==> src/rtl/cv_bg_linefetch_pkg.sv <==
// Shared definitions for the BG scanline fetch engine: geometry defaults and FSM states.
package cv_bg_linefetch_pkg;

  localparam int unsigned BG_MAP_BITS = 7;
  localparam int unsigned BG_H_PIXELS = 256;

  typedef enum logic [2:0] {
    BGF_IDLE,
    BGF_TREQ,
    BGF_TWAIT,
    BGF_CREQ,
    BGF_CWAIT,
    BGF_EMIT,
    BGF_DONE
  } bgf_state_e;

endpackage

==> src/rtl/cv_bg_linefetch_pixsel.sv <==
// 8:1 byte selector over one fetched char row; the row and index stay frozen
// while the consumer stalls, so the presented pixel holds without extra logic.
module cv_bg_pixsel (
  input  logic        clk,
  input  logic        reset,
  input  logic        load_i,
  input  logic [63:0] load_data_i,
  input  logic [2:0]  load_idx_i,
  input  logic        adv_i,
  output logic [7:0]  pix_o,
  output logic        last_o
);

  logic [63:0] shreg_q;
  logic [2:0]  idx_q;

  always_ff @(posedge clk) begin
    if (reset) begin
      shreg_q <= '0;
      idx_q   <= '0;
    end else if (load_i) begin
      shreg_q <= load_data_i;
      idx_q   <= load_idx_i;
    end else if (adv_i) begin
      idx_q   <= idx_q + 3'd1;
    end
  end

  assign pix_o  = shreg_q[{idx_q, 3'b000} +: 8];
  assign last_o = (idx_q == 3'd7);

endmodule

==> src/rtl/cv_bg_linefetch.sv <==
// Per-scanline BG fetch engine: tile lookup, char row fetch, then a pixel
// stream with valid/ready handshake to the line buffer.
module cv_bg_linefetch
  import cv_bg_linefetch_pkg::*;
#(
  parameter int unsigned H_PIXELS = BG_H_PIXELS,
  parameter int unsigned MAP_BITS = BG_MAP_BITS
) (
  input  logic                    clk,
  input  logic                    reset,
  input  logic                    start,
  input  logic [8:0]              line_y,
  input  logic [1:0]              screen_sel,
  output logic [1:0]              bg_screen,
  output logic [2*MAP_BITS-1:0]   t_addr,
  output logic                    t_ren,
  input  logic [9:0]              t_dout,
  output logic [13:0]             c_addr,
  output logic                    c_ren,
  input  logic [63:0]             c_dout,
  input  logic [MAP_BITS+2:0]     r_bg_yoffset,
  input  logic [MAP_BITS+2:0]     r_bg_xoffset,
  input  logic [1:0]              r_bg_bank,
  output logic                    out_valid,
  input  logic                    out_ready,
  output logic [8:0]              out_x,
  output logic [7:0]              out_pix,
  output logic                    busy,
  output logic                    done
);

  localparam int unsigned VW   = MAP_BITS + 3;
  localparam int unsigned CW   = 10;
  localparam logic [CW-1:0] LAST = CW'(H_PIXELS - 1);

  bgf_state_e          state_q, state_d;
  logic [MAP_BITS-1:0] tile_row_q, tile_row_d;
  logic [MAP_BITS-1:0] col_q, col_d;
  logic [2:0]          row_q, row_d;
  logic [2:0]          xfine_q, xfine_d;
  logic                bank0_q, bank0_d;
  logic [1:0]          screen_q, screen_d;
  logic [9:0]          code_q, code_d;
  logic [CW-1:0]       count_q, count_d;
  logic                first_q, first_d;

  logic [VW-1:0] vy;
  logic          ps_load, ps_adv, ps_last;
  logic [2:0]    ps_idx;
  logic [7:0]    ps_pix;
  logic          unused_bank1;

  assign unused_bank1 = r_bg_bank[1];
  assign vy           = VW'(line_y) + r_bg_yoffset;
  assign bg_screen    = screen_q;

  cv_bg_pixsel u_pixsel (
    .clk        (clk),
    .reset      (reset),
    .load_i     (ps_load),
    .load_data_i(c_dout),
    .load_idx_i (ps_idx),
    .adv_i      (ps_adv),
    .pix_o      (ps_pix),
    .last_o     (ps_last)
  );

  always_ff @(posedge clk) begin
    if (reset) begin
      state_q    <= BGF_IDLE;
      tile_row_q <= '0;
      col_q      <= '0;
      row_q      <= '0;
      xfine_q    <= '0;
      bank0_q    <= 1'b0;
      screen_q   <= '0;
      code_q     <= '0;
      count_q    <= '0;
      first_q    <= 1'b0;
    end else begin
      state_q    <= state_d;
      tile_row_q <= tile_row_d;
      col_q      <= col_d;
      row_q      <= row_d;
      xfine_q    <= xfine_d;
      bank0_q    <= bank0_d;
      screen_q   <= screen_d;
      code_q     <= code_d;
      count_q    <= count_d;
      first_q    <= first_d;
    end
  end

  always_comb begin
    state_d    = state_q;
    tile_row_d = tile_row_q;
    col_d      = col_q;
    row_d      = row_q;
    xfine_d    = xfine_q;
    bank0_d    = bank0_q;
    screen_d   = screen_q;
    code_d     = code_q;
    count_d    = count_q;
    first_d    = first_q;
    t_ren      = 1'b0;
    t_addr     = '0;
    c_ren      = 1'b0;
    c_addr     = '0;
    out_valid  = 1'b0;
    out_x      = '0;
    out_pix    = '0;
    busy       = 1'b0;
    done       = 1'b0;
    ps_load    = 1'b0;
    ps_adv     = 1'b0;
    ps_idx     = '0;

    case (state_q)
      BGF_IDLE: begin
        if (start) begin
          tile_row_d = vy[VW-1:3];
          row_d      = vy[2:0];
          col_d      = r_bg_xoffset[VW-1:3];
          xfine_d    = r_bg_xoffset[2:0];
          bank0_d    = r_bg_bank[0];
          screen_d   = screen_sel;
          count_d    = '0;
          first_d    = 1'b1;
          state_d    = BGF_TREQ;
        end
      end
      BGF_TREQ: begin
        busy    = 1'b1;
        t_ren   = 1'b1;
        t_addr  = {tile_row_q, col_q};
        state_d = BGF_TWAIT;
      end
      BGF_TWAIT: begin
        busy    = 1'b1;
        code_d  = t_dout;
        state_d = BGF_CREQ;
      end
      BGF_CREQ: begin
        busy    = 1'b1;
        c_ren   = 1'b1;
        c_addr  = {bank0_q, code_q, row_q};
        state_d = BGF_CWAIT;
      end
      BGF_CWAIT: begin
        busy    = 1'b1;
        ps_load = 1'b1;
        ps_idx  = first_q ? xfine_q : 3'd0;
        first_d = 1'b0;
        state_d = BGF_EMIT;
      end
      BGF_EMIT: begin
        busy      = 1'b1;
        out_valid = 1'b1;
        out_x     = count_q[8:0];
        out_pix   = ps_pix;
        if (out_ready) begin
          ps_adv  = 1'b1;
          count_d = count_q + 1'b1;
          // The end-of-line check wins over the tile boundary so a partially
          // consumed final tile is simply abandoned.
          if (count_q == LAST) begin
            state_d = BGF_DONE;
          end else if (ps_last) begin
            col_d   = col_q + 1'b1;
            state_d = BGF_TREQ;
          end
        end
      end
      BGF_DONE: begin
        done    = 1'b1;
        state_d = BGF_IDLE;
      end
      default: state_d = BGF_IDLE;
    endcase
  end

endmodule

==> config.mk <==
export PLATFORM = sky130hd
export DESIGN_NAME = cv_bg_linefetch
export DESIGN_NICKNAME = d
export VERILOG_FILES = /design/src/rtl/cv_bg_linefetch_pkg.sv /design/src/rtl/cv_bg_linefetch_pixsel.sv /design/src/rtl/cv_bg_linefetch.sv
export SDC_FILE = /design/constraint.sdc
export NUM_CORES = 1
export LEC_CHECK = 0
export BUFFER_PORTS_ARGS = -buffer_cell sky130_fd_sc_hd__buf_2
export CORE_AREA = 4 4 106 128
export DETAILED_ROUTE_END_ITERATION = 8
export DIE_AREA = 0 0 110 132
export GPL_TIMING_DRIVEN = 0
export PLACE_DENSITY_LB_ADDON = 0.08
export SYNTH_ARGS = -nofsm -noshare
export SYNTH_HDL_FRONTEND = slang
export SYNTH_HIERARCHICAL = 1
export SYNTH_SLANG_ARGS = --single-unit
==> constraint.sdc <==
create_clock -name clk -period 2.5 [get_ports clk]
set_clock_uncertainty 0.1 [all_clocks]
set_input_delay 0.5 -clock clk [delete_from_list [all_inputs] [get_ports clk]]
set_output_delay 0.5 -clock clk [all_outputs]
set_load 0.1 [all_outputs]
==> metrics <==
boundary pin count=163; initial antenna violation count=0; failing checks=negative setup slack; RSZ-0062 raised after global routing=true; Final period util=110%; Worst R2R Path Depth=7; Slew HR=55.5%; setup violators final=8; status=finished, violations left; met3 routed WL=1120 um; Initial Util=a little under half; Lkg Pwr=between 3 and 4 nW; post-DR vias/cell=about 5.4; total power=5.03 mW; post-route ant nets=0; sequential area share after synthesis=39.6%; clk sink count=114; post-layout min period=2.75 ns; register-to-register setup slack=0.18 ns; f_max=around 360 MHz; wirelength, routed=around 16000 um; Max clock buf depth=2; Mapped Area=5770 sq um; Distinct cells, synth=60; chip height=132 um; number of synthesized flops with an enable pin=0; wire length on met2=8260 um; Tot GR Track Use=22.6%; first-pass GRT wire length=between 20000 and 30000 um; CP Launch Type=register; Syn Inst Count=615; CP endpoint kind=output port; Horiz. Die Dim=110 um; Post-synth ARST share=0%; Num CTS Buffers=17; CTS root buf=clkbuf_16; WP data arrival=approximately 2.2 ns; Worst Path Max Fanout=5; routed len/inst=approximately 17 um; max-slew violations=0; worst path cell trace=buf_6 > buf_12 > mux4_2 > mux2_4 > and2_4 > buf_12; DRC Markers=0; reg2reg end=tile_row_q[5]; clk slew on worst S/H paths=0.06 ns; row count=45; slowest cell on the critical path=mux4_2; synthesized area per cell=around 9.4 sq um; HPWL after detailed placement=11500 um; Final Wtd Congestion=0.811; Yosys reg bits=114; setup ws final=-0.246 ns; Pwr per Cell Area=approximately 630 nW/um^2; Metal-1 WL=6420 um; vias in the first global route=5280; vias=5270; ys flop type=dfxtp_1; H-tree lvl count=4; # diodes=0; Final nets=926; largest net degree at the start of global routing=17; Synth warnings=6; DR pass1 iterations=5; Syn-to-layout area delta=38.7%; Initial DRC Count=226; worst hold path type=input port to register; port buffer count=161; syn nets=740; CP Class=register to output port; Max Cap Violations=0; Fillers=1053; Clock Latency Late Sink=0.40 ns; hold path start=c_dout[13]; Reg2Reg Launch Point=state_q[1]; Final Core Density=64.3%; ratio of cells with drive above 1 in the final layout=35.4%; final hold vios=0; die outline area=roughly 15000 sq um; worst slew pin tran=0.662 ns; Min Hold Slack=0.234 ns; max layer used=met4; slowest cell delay on critical path=0.54 ns; Max VDD drop=0.463 mV; CTS tree=built; GR Overflow Total=0; Core ar.=12400 sq um; Min-Delay Path Depth=3; CP dominant cell by count=buf_12; Data required, critical path=1.90 ns; Hold Path Sink=u_pixsel/shreg_q[13]
[layout by cell type, fill, tap and decap left out, types with 8 or more instances in the layout]
cell type,Yosys,routed
buf_2,11,127
dfxtp_1,114,111
buf_4,0,12
nand3_1,11,11
nand2_1,55,55
buf_6,2,13
mux2i_1,66,66
buf_12,1,15
a21oi_1,32,31
buf_8,0,15
and2_1,45,13
clkbuf_1,26,18
mux4_2,0,13
o31ai_1,8,8
and2_4,0,28
nor2_1,95,92
clkbuf_16,0,17
ha_1,13,13
[worst max-delay path by stage]
stage | from | end | slack (ns) | depth (start not counted)
6_report | u_pixsel/idx_q[0] | out_pix[6] | -0.25 | 6
5_1_grt | u_pixsel/idx_q[0] | out_pix[4] | -0.29 | 6
4_1_cts | u_pixsel/idx_q[0] | out_pix[4] | -0.27 | 6
3_5_place_dp | state_q[0] | t_addr[11] | -0.35 | 6
3_3_place_gp | state_q[0] | t_addr[11] | -0.34 | 6
2_1_floorplan | state_q[2] | out_x[3] | -0.05 | 5
[what timing repair did]
| action | 4_1_cts | 5_1_grt |
|---|---|---|
| hold buffers | 0 | 0 |
| resized for setup | 148 | 30 |
| gates cloned | 2 | 0 |
| endpoints found under the hold margin | 0 | 0 |
| pin swaps | 1 | 2 |
| endpoints found under the setup margin | 48 | 69 |
| buffers inserted | 4 | 1 |
[cells in the mapped netlist, drive strengths merged, types with 2 or more instances]
master,count,share of area (%)
ha,13,2.8
a22oi,2,0.26
nor2b,4,0.43
nand3,11,0.95
xor2,4,0.61
nand2,55,3.6
a2bb2oi,2,0.30
or3,6,0.65
buf,15,1.8
nor2,95,6.2
dfxtp,114,40
nor3,5,0.43
and3,7,0.76
o21ai,5,0.43
clkbuf,26,1.7
o31a,3,0.46
nand4,2,0.22
a31oi,3,0.33
mux2i,66,11
inv,8,0.52
o21a,4,0.52
mux2,8,1.6
o31ai,8,1.0
xnor2,5,0.76
o221ai,2,0.30
o311ai,5,0.76
or4b,2,0.35
mux4,16,7.3
a21oi,32,2.8
a211oi,7,0.91
o211ai,7,0.91
a211o,5,0.76
and2,45,4.9
[registers in the layout, indices dropped and copies added (netlist names)]
register,count
u_pixsel/shreg_q,64
code_q,10
count_q,10
col_q,7
tile_row_q,7
row_q,3
state_q,3
u_pixsel/idx_q,3
xfine_q,3
bg_screen,2
bank0_q,1
first_q,1
[logic make-up (layout without fill, tap and decap cells)]
group / Yosys count / in the layout / share of synthesized area, %
adder cells (fa/ha/maj): 14 / 14 / 3.17
AND/OR/NAND/NOR: 242 / 242 / 20.1
AO/OA/AOI/OAI: 96 / 96 / 11.5
flip-flops: 114 / 114 / 39.6
buffers and inverters: 50 / 248 / 4.03
XOR/XNOR: 9 / 9 / 1.37
multiplexers: 90 / 90 / 20.3
[per-stage QoR]
| stage | instances | setup TNS [ns] | area [sq um] | setup WS (ns) |
|---|---|---|---|---|
| 5_1_grt | 977 | -2.27 | 8000 | -0.294 |
| 3_5_place_dp | 940 | -8.05 | 6850 | -0.354 |
| 2_1_floorplan | 615 | -0.209 | 5840 | -0.0527 |
| 4_1_cts | 977 | -2.05 | 7930 | -0.275 |
| 6_report | 977 | -1.87 | 8000 | -0.246 |
| 3_3_place_gp | 940 | -7.39 | 6850 | -0.337 |
[final cells by class]
cell class	count	area, sq um	area share (%)
buffer	40	255	3.19
clock buffer	19	453	5.66
clock inverter	12	135	1.69
inverter	9	33.8	0.422
multi-input combinational	451	3330	41.6
sequential	114	2290	28.6
tap	164	205	2.56
timing repair buffer	168	1300	16.2
[where the power goes]
group	leakage (nW)	internal (mW)	switching, mW
Sequential	0.925	1.89	0.0462
Combinational	2.07	0.279	0.437
Clock	0.277	1.51	0.861
Total	3.28	3.68	1.34
[worst max-delay path: cells and delay by family (launching register included)]
| kind | cells | cell delay (ns) |
|---|---|---|
| buf+inv | 3 | 0.44 |
| flops | 1 | 0.35 |
| simple gates | 1 | 0.14 |
| mux | 2 | 0.82 |
[metal layers]
| layer | GRT usage, % | vias up |
|---|---|---|
| met1 | 26.8 | 2486 |
| met2 | 39.0 | 189 |
| met5 | 0 | - |
| li1 | - | 2566 |
| met3 | 5.34 | 29 |
| met4 | 8.39 | 0 |
No activity file was read; power rests on OpenSTA's default activity.
